$ cat src/rtl/dm_arbiter.sv
// Two-port data-memory arbiter: round-robin with a bounded port-1 lock burst,
// 1-cycle reads, range/byte-enable filtering. Optional write trace: DM_ARB_TRACE_EN.
module dm_arbiter (
  input  logic        clk,
  input  logic        reset,
  input  logic        p0_req,
  input  logic        p0_we,
  input  logic [31:0] p0_addr,
  input  logic [31:0] p0_wdata,
  input  logic [3:0]  p0_be,
  input  logic [31:0] p0_pc,
  input  logic        p1_req,
  input  logic        p1_we,
  input  logic [31:0] p1_addr,
  input  logic [31:0] p1_wdata,
  input  logic [3:0]  p1_be,
  input  logic        p1_lock,
  output logic        p0_gnt,
  output logic        p0_rvalid,
  output logic [31:0] p0_rdata,
  output logic        p0_err,
  output logic        p1_gnt,
  output logic        p1_rvalid,
  output logic [31:0] p1_rdata,
  output logic        p1_err,
  output logic        mem_en,
  output logic        mem_we,
  output logic [9:0]  mem_addr,
  output logic [31:0] mem_wdata,
  output logic [3:0]  mem_be,
  input  logic [31:0] mem_rdata
);

  localparam int unsigned AW = 32;
  localparam int unsigned DW = 32;
  localparam int unsigned BW = 4;
  localparam int unsigned IW = 10;
  localparam int unsigned CW = 4;
  localparam logic [CW-1:0] BURST_MAX = CW'(8);

  typedef enum logic {
    PORT0 = 1'b0,
    PORT1 = 1'b1
  } port_e;

  port_e          last_q, last_d;
  logic [CW-1:0]  burst_q, burst_d;
  logic           gnt0, gnt1;

  logic           sel_we;
  logic [AW-1:0]  sel_addr;
  logic [DW-1:0]  sel_wdata;
  logic [BW-1:0]  sel_be;
  logic           in_range;
  logic           be_zero;
  logic           any_gnt;

  logic           rvalid0_q, rvalid1_q;
  logic [DW-1:0]  rdata0_q, rdata1_q;
  logic           err0_q, err1_q;

  // Grant decision and next state of last-winner / burst counter
  always_comb begin
    gnt0    = 1'b0;
    gnt1    = 1'b0;
    last_d  = last_q;
    burst_d = burst_q;
    if (!reset) begin
      if (p0_req && p1_req) begin
        if (last_q == PORT1 && p1_lock && burst_q < BURST_MAX) begin
          gnt1 = 1'b1;
        end else if (last_q == PORT1) begin
          gnt0 = 1'b1;
        end else begin
          gnt1 = 1'b1;
        end
      end else begin
        gnt0 = p0_req;
        gnt1 = p1_req;
      end
    end
    if (gnt0) begin
      last_d = PORT0;
    end else if (gnt1) begin
      last_d = PORT1;
    end
    if (gnt0 || !p1_lock) begin
      burst_d = '0;
    end else if (gnt1 && burst_q < BURST_MAX) begin
      burst_d = burst_q + CW'(1);
    end
  end

  always_ff @(posedge clk) begin
    if (reset) begin
      last_q  <= PORT1;
      burst_q <= '0;
    end else begin
      last_q  <= last_d;
      burst_q <= burst_d;
    end
  end

  // Granted port's request steers the memory interface
  always_comb begin
    sel_we    = 1'b0;
    sel_addr  = '0;
    sel_wdata = '0;
    sel_be    = '0;
    if (gnt0) begin
      sel_we    = p0_we;
      sel_addr  = p0_addr;
      sel_wdata = p0_wdata;
      sel_be    = p0_be;
    end else if (gnt1) begin
      sel_we    = p1_we;
      sel_addr  = p1_addr;
      sel_wdata = p1_wdata;
      sel_be    = p1_be;
    end
  end

  assign any_gnt   = gnt0 | gnt1;
  assign in_range  = (sel_addr[AW-1:12] == '0);
  assign be_zero   = sel_we && (sel_be == '0);

  assign mem_en    = any_gnt && in_range && !be_zero;
  assign mem_we    = mem_en && sel_we;
  assign mem_addr  = sel_addr[IW+1:2];
  assign mem_wdata = sel_wdata;
  assign mem_be    = sel_we ? sel_be : BW'(0);

  assign p0_gnt    = gnt0;
  assign p1_gnt    = gnt1;

  // Read-return and error tracking; rdata holds between reads
  always_ff @(posedge clk) begin
    if (reset) begin
      rvalid0_q <= 1'b0;
      rvalid1_q <= 1'b0;
      rdata0_q  <= '0;
      rdata1_q  <= '0;
      err0_q    <= 1'b0;
      err1_q    <= 1'b0;
    end else begin
      rvalid0_q <= gnt0 && mem_en && !sel_we;
      rvalid1_q <= gnt1 && mem_en && !sel_we;
      err0_q    <= gnt0 && !in_range;
      err1_q    <= gnt1 && !in_range;
      if (rvalid0_q) begin
        rdata0_q <= mem_rdata;
      end
      if (rvalid1_q) begin
        rdata1_q <= mem_rdata;
      end
    end
  end

  // Memory data arrives in the return cycle, so it is forwarded directly then;
  // a reset in that cycle cancels the return.
  assign p0_rvalid = rvalid0_q && !reset;
  assign p1_rvalid = rvalid1_q && !reset;
  assign p0_rdata  = p0_rvalid ? mem_rdata : rdata0_q;
  assign p1_rdata  = p1_rvalid ? mem_rdata : rdata1_q;
  assign p0_err    = err0_q;
  assign p1_err    = err1_q;

`ifdef DM_ARB_TRACE_EN
  logic [AW-1:0] sel_pc;
  logic [1:0]    unused_lsb;

  assign sel_pc     = gnt0 ? p0_pc : AW'(0);
  assign unused_lsb = sel_addr[1:0];

  always_ff @(posedge clk) begin
    if (mem_we && mem_be == 4'b1111) begin
      $display("%d@%h: *%h <= %h", $time, sel_pc, {sel_addr[AW-1:2], 2'b00}, sel_wdata);
    end
  end
`else
  logic unused_trace;

  assign unused_trace = ^{p0_pc, sel_addr[1:0]};
`endif

endmodule

$ cat config.mk
export PLATFORM = sky130hd
export DESIGN_NAME = dm_arbiter
export DESIGN_NICKNAME = d
export VERILOG_FILES = /design/src/rtl/dm_arbiter.sv
export SDC_FILE = /design/constraint.sdc
export NUM_CORES = 1
export LEC_CHECK = 0
export ABC_AREA = 1
export CAP_MARGIN = 10
export CELL_PAD_IN_SITES_DETAIL_PLACEMENT = 1
export CELL_PAD_IN_SITES_GLOBAL_PLACEMENT = 1
export CORE_MARGIN = 5
export CORE_UTILIZATION = 18
export CTS_BUF_LIST = sky130_fd_sc_hd__clkbuf_16
export DETAILED_ROUTE_END_ITERATION = 8
export MAX_ROUTING_LAYER = met4
export PLACE_DENSITY = 0.88
export RECOVER_POWER = 25
export SYNTH_ARGS = -nofsm -noshare
export SYNTH_HDL_FRONTEND = slang
export SYNTH_SLANG_ARGS = --single-unit
$ cat constraint.sdc
create_clock -name clk -period 1.65 [get_ports clk]
set_input_delay 0.495 -clock clk [delete_from_list [all_inputs] [get_ports clk]]
set_output_delay 0.495 -clock clk [all_outputs]
set_load 0.1 [all_outputs]
==> results of run 1 <==
## cells by family after synthesis
logic type / Yosys count / share of synthesized area [%]
buffers and inverters: 111 / 12.8
flip-flops: 73 / 39.9
XOR/XNOR: 1 / 0.239
AND/OR/NAND/NOR: 155 / 18.4
AO/OA/AOI/OAI: 174 / 28.2
adder cells (fa/ha/maj): 1 / 0.342
## cells in the mapped netlist
cell type    n
a21oi_1      3
a22o_1      42
and2_0       1
buf_2       12
buf_6        5
clkbuf_1    12
dfxtp_1     73
ha_1         1
inv_1       79
inv_2        3
nand2_1     94
nand2_2      4
nand2_4      1
nand3_1     15
nand3_2      3
nor2_1      30
nor2_2       1
nor2_4       3
nor3b_1      2
o21ai_0    128
o21ai_2      1
or2_1        1
xor2_1       1
## state kept, by name (all words and copies together), names as in the netlist
name,count
rdata0_q,32
last_q,1
burst_q,4
rvalid1_q,1
p1_err,1
rdata1_q,32
rvalid0_q,1
p0_err,1
## where the power goes
| part | leakage [µW] | total, µW | internal, µW | switching, µW |
|---|---|---|---|---|
| clock | 0.000156 | 2150 | 1310 | 835 |
| combinational | 0.00402 | 2840 | 1200 | 1640 |
| sequential | 0.000591 | 1820 | 1800 | 16.9 |
## how the worst max path moves through the flow
stage	from	to	slack, ps	cells past startpoint
after floorplan	p0_req	mem_en	-410	7
after global placement	p0_req	mem_wdata[13]	-1060	8
after detailed placement	p0_req	mem_wdata[24]	-1080	8
after CTS	burst_q[3]	mem_en	-640	11
after global routing	burst_q[3]	mem_en	-730	11
final	p1_be[0]	mem_en	-690	8
## layer usage
metal	track usage [%]	share of wire [%]
met5	-	0
met4	9.80	4.9
met3	5.85	6.1
met2	48.3	58
met1	20.8	31
## through the flow
step | hold WS, ps | instances | utilization [%] | total power [µW]
2_1_floorplan | 457 | 515 | - | 3240
3_3_place_gp | 472 | 1082 | 47.5 | 4400
3_5_place_dp | 500 | 1082 | 47.5 | 4440
4_1_cts | 510 | 1152 | 56.1 | 6750
5_1_grt | 521 | 1183 | 58.5 | 7020
6_report | 506 | 1185 | 58.5 | 6800
## timing repair
action / CTS / global route
setup buffers: 38 / 29
hold endpoints to repair: 0 / 0
cloned: 16 / 2
pin swaps: 73 / 10
setup endpoints to repair: 166 / 116
gates resized for setup: 274 / 68
## critical path, cell delays in order
cell             delay, ps
clkdlybuf4s50_1        480
nand3_2                150
nand2_4                 70
nor2_4                 120
nand3_2                100
nand2_4                 90
clkinvlp_4             140
buf_12                 200
## layout make-up
cell class                 instances  area, µm²  share of cell area [%]
sequential                        73       1470                    12.5
clock inverter                     7       87.6                   0.745
tap                              270        338                    2.87
timing repair buffer             402       5530                    47.0
inverter                          82        360                    3.07
multi-input combinational        331       3720                    31.7
antenna                           11       27.5                   0.234
clock buffer                       9        225                    1.92
==> summary.txt, run 1 <==
outcome = finished with violations
failing checks = negative setup slack
min-delay src = burst_q[2]
Inserted Clock Buffers = 9
worst r2r path cells = 9
Vias = 5428
drc violations = 0
cell taking the most area after synthesis = dfxtp_1
share of cells above drive strength 1 = 51.9%
via/cell ratio = 4.58
normalized max-slew margin = 56.7%
nature of the critical path endpoint = output pin
worst hold path cell count = 2
Yosys top cell area share = 39.9%
Required @ worst endpoint = 1150 ps
most frequent cells in the layout = buf_12, clkdlybuf4s50_1, inv_1
Routed Antenna Nets = 0
sequential area share after synthesis = 39.9%
crit start category = primary input
cts hold-fix bufs = 0
Congestion Overflow GR = 0
CTS clk-pin slew, worst paths = 60 ps
first-pass GRT wire length = 41100 µm
max_cap viols = 0
Setup Skew = 4.27 ps
Critical Path Fanout Max = 2
largest net degree at the start of global routing = 28
total track usage = 24.0%
R2R Setup Slk = 200 ps
Routed WL = 28700 µm
synthesized net count = 723
Fillers = 1970
Tmin final = 2340 ps
number of global-route vias before repair = 6410
PnR worst setup slack = -685 ps
NumNets Final = 1107
total core area = 20100 µm²
Max Slew Vio Count = 0
# setup viols final = 126
Reg-to-Reg Start = burst_q[3]
die area = 23300 µm²
yosys warns = 0
I/O Buffers = 288
RSZ-0062 raised after global routing = true
Hold Path End = burst_q[2]
CTS Buffer Depth = 2
fin area = 11800 µm²
most common cell after layout, fill and taps aside = buf_12
Syn-to-layout area delta = 221%
CTS tree = yes
synthesized netlist cell count = 515
path type of the worst setup path = in2out
Hold Path Class = reg2reg
Slew @ Worst Pin = 649 ps
Starting DRT DRC Count = 92
reg2reg end = rvalid1_q
die width = 153 µm
Hold Vio Cnt, Final = 0
synthesis-stage register bit count = 73
clock sink count = 73
hpwl dp = 18900 µm
Leak = 0.00476 µW
initial antenna violation count = 11
CTS H-tree depth = 3
Mapped Area = 3660 µm²
Placed Area = 9540 µm²
chip height = 153 µm
Max Fclk = 428 MHz
Avg Cell Area, Syn = 7.10 µm²
Max rail drop VDD = 0.437 mV
crit path DAT = 1840 ps
Initial Utilization = 18.2%
Netlist cell types = 23
Cell Pwr Density = 579 nW/µm²
ranking of synthesized cells by area = dfxtp_1, o21ai_0, a22o_1
Rows = 52
boundary pin count = 325
fin crit share = 142%
Wirelength per Cell = 24.2 µm
routability cong. = 0.787
CTS Root Cell = clkbuf_16
DRT Pass-1 Iters = 4
pre-CTS setup slack = -1080 ps
Sum Neg Setup Slack = -65450 ps
insertion delay to the later sink of the worst-skew pair = 350 ps
(Power assumes the default switching activity.)
==> run 2, diff against run 1 <==
--- a/config.mk
+++ b/config.mk
@@ -9,6 +9,7 @@
 export CAP_MARGIN = 10
 export CELL_PAD_IN_SITES_DETAIL_PLACEMENT = 1
 export CELL_PAD_IN_SITES_GLOBAL_PLACEMENT = 1
+export CORE_ASPECT_RATIO = 0.7
 export CORE_MARGIN = 5
 export CORE_UTILIZATION = 18
 export CTS_BUF_LIST = sky130_fd_sc_hd__clkbuf_16
==> run 2 against run 1 <==
Against the previous run: routed wire length is 8.5% lower; highest routed layer unchanged; die area up 0.20%; critical path type unchanged; fmax about the same; clock power is 13% lower; sequential cell count unchanged; final area down 1.9%; largest power group unchanged; critical path depth did not move; register-to-register slack got worse by 150 ps; first-iteration DRC count increased by 43%; the run still ends with negative setup slack left; non-clock buffer count grew 2.
==> summary.txt, run 2 (synthesis results as in run 1) <==
R2R Setup Slk = 50 ps (-150 ps)
top flop regs = rdata0_q x32, rdata1_q x32, burst_q x4
fin util = 57.9% (-0.56 points)
DRT Pass-1 Iters = 4 (unchanged)
Required @ worst endpoint = 1150 ps (about the same)
crit start category = primary input
Fin Hold WS = 504 ps (-2.56 ps)
Fillers = 2013 (+2.2%)
Leak = 0.00484 µW (+1.6%)
most frequent cells in the layout = buf_12, clkdlybuf4s50_1, inv_1, dfxtp_1, o21ai_4
via/cell ratio = 4.49 (-1.9%)
Initial Utilization = 18.4% (+0.18 points)
insertion delay to the later sink of the worst-skew pair = 330 ps (-20 ps)
Starting DRT DRC Count = 132 (+43%)
Vias = 5282 (-2.7%)
initial antenna violation count = 0 (-11)
I/O Buffers = 288 (unchanged)
Tmin final = 2340 ps (-0.130 ps)
crit path DAT = 1840 ps (about the same)
CTS Root Cell = clkbuf_16
total core area = 19900 µm² (-0.98%)
Cell Pwr Density = 562 nW/µm² (-3.0%)
CTS clk-pin slew, worst paths = 60 ps (about the same)
FF+latch area = 1470 µm² (unchanged)
antenna diode count = 0 (-11)
total track usage = 21.6% (-2.4 points)
worst hold path cell count = 2 (unchanged)
RSZ-0062 raised after global routing = true
hpwl dp = 17800 µm (-5.5%)
reg2reg end = burst_q[0]
most common cell after layout, fill and taps aside = buf_12
share of cells above drive strength 1 = 53.9% (+2.0 points)
CTS H-tree depth = 3 (unchanged)
worst r2r path cells = 11 (+2)
number of global-route vias before repair = 6285 (-2.0%)
die area = 23300 µm² (+0.20%)
Multi-input gate area = 3520 µm² (-5.4%)
die width = 180 µm (+18%)
chip height = 129 µm (-15%)
first-pass GRT wire length = 37400 µm (-9.0%)
path type of the worst setup path = in2out
Setup Skew = 8.73 ps (+4.46 ps)
Critical Path Fanout Max = 6 (+4)
min-delay src = burst_q[1]
boundary pin count = 325 (unchanged)
PnR worst setup slack = -685 ps (+0.130 ps)
# setup viols final = 116 (-7.9%)
CTS tree = yes
largest net degree at the start of global routing = 41 (+46%)
Max Fclk = 428 MHz (about the same)
Power Total = 6470 µW (-4.9%)
Slew @ Worst Pin = 371 ps (-278 ps)
Reg-to-Reg Start = burst_q[3]
Max rail drop VDD = 0.479 mV (+9.6%)
CTS Buffer Depth = 2 (unchanged)
Max Slew Vio Count = 0 (unchanged)
Routed Antenna Nets = 0 (unchanged)
Routed WL = 26200 µm (-8.5%)
Hold Path End = burst_q[3]
failing checks = negative setup slack
outcome = finished with violations
nature of the critical path endpoint = output pin
Hold Vio Cnt, Final = 0 (unchanged)
NumNets Final = 1109 (+0.18%)
Hold Path Class = reg2reg
routability cong. = 0.864 (+9.8%)
Syn-to-layout area delta = 215%
fin crit share = 142% (about the same)
Inserted Clock Buffers = 9 (unchanged)
Rows = 43 (-17%)
Wirelength per Cell = 22.3 µm (-7.8%)
normalized max-slew margin = 75.3% (+19 points)
clock sink count = 73 (unchanged)
Congestion Overflow GR = 0 (unchanged)
cts hold-fix bufs = 0 (unchanged)
drc violations = 0 (unchanged)
max_cap viols = 0 (unchanged)
==> run 2: cell types whose count changed in the layout (fill, tap and decap cells not counted), sizes merged, moves of 3 or more <==
cell and delta:
dlygate4sd2 -8, clkdlybuf4s15 +5, diode -11, clkinv +3, buf +8
==> run 2: critical path, cell delays in order <==
cell	delay [ps]
buf_8	110
buf_6	120
nor2_4	180
buf_12	180
clkbuf_2	350
buf_12	170
o21ai_4	60
buf_12	160
==> run 2: report_power, final <==
group | internal [µW] | switching [µW]
Sequential | 1800 | 16.5
Combinational | 1200 | 1610
Clock | 1020 | 836
==> run 2: layer usage <==
metal  up-vias  share of wire [%]  global-route usage, %
li1       2468                  -                      -
met1      2627                 36                   21.4
met2       157                 57                   42.4
met3        30                5.1                   6.37
met4         0                1.7                   4.40
met5         -                  0                      -
==> run 2: area by class of cell <==
cell class	instances	share of cell area [%]
inverters	82	3.15
multi-input cells	331	30.6
clock inverters	7	0.412
flip-flops and latches	73	12.7
repair buffers	404	48.3
well taps	270	2.93
clock buffers	9	1.95
==> run 2: metrics by stage <==
| step | setup WS, ps | cell area, µm² | instances | setup TNS [ps] |
|---|---|---|---|---|
| final | -685 | 11500 | 1176 | -61020 |
| after global routing | -761 | 11500 | 1176 | -67620 |
| after CTS | -625 | 11100 | 1163 | -58540 |
| after detailed placement | -1130 | 9520 | 1082 | -141040 |
| after global placement | -1020 | 9520 | 1082 | -131310 |
| after floorplan | -407 | 5030 | 515 | -28220 |
==> run 2: what timing repair did <==
action                     CTS  global route
buffers inserted            57            19
gates resized for setup    279            92
pin swaps                   76            26
setup endpoints to repair  180           118
gates cloned                 9             4
==> run 2: worst max path at each step <==
| stage | slack, ps | end | start |
|---|---|---|---|
| finish | -690 | p0_rdata[11] | reset |
| global route | -760 | mem_en | burst_q[3] |
| CTS | -620 | mem_en | burst_q[3] |
| detailed placement | -1130 | mem_en | p0_req |
| global placement | -1020 | mem_en | p1_lock |
| floorplan | -410 | mem_en | p0_req |
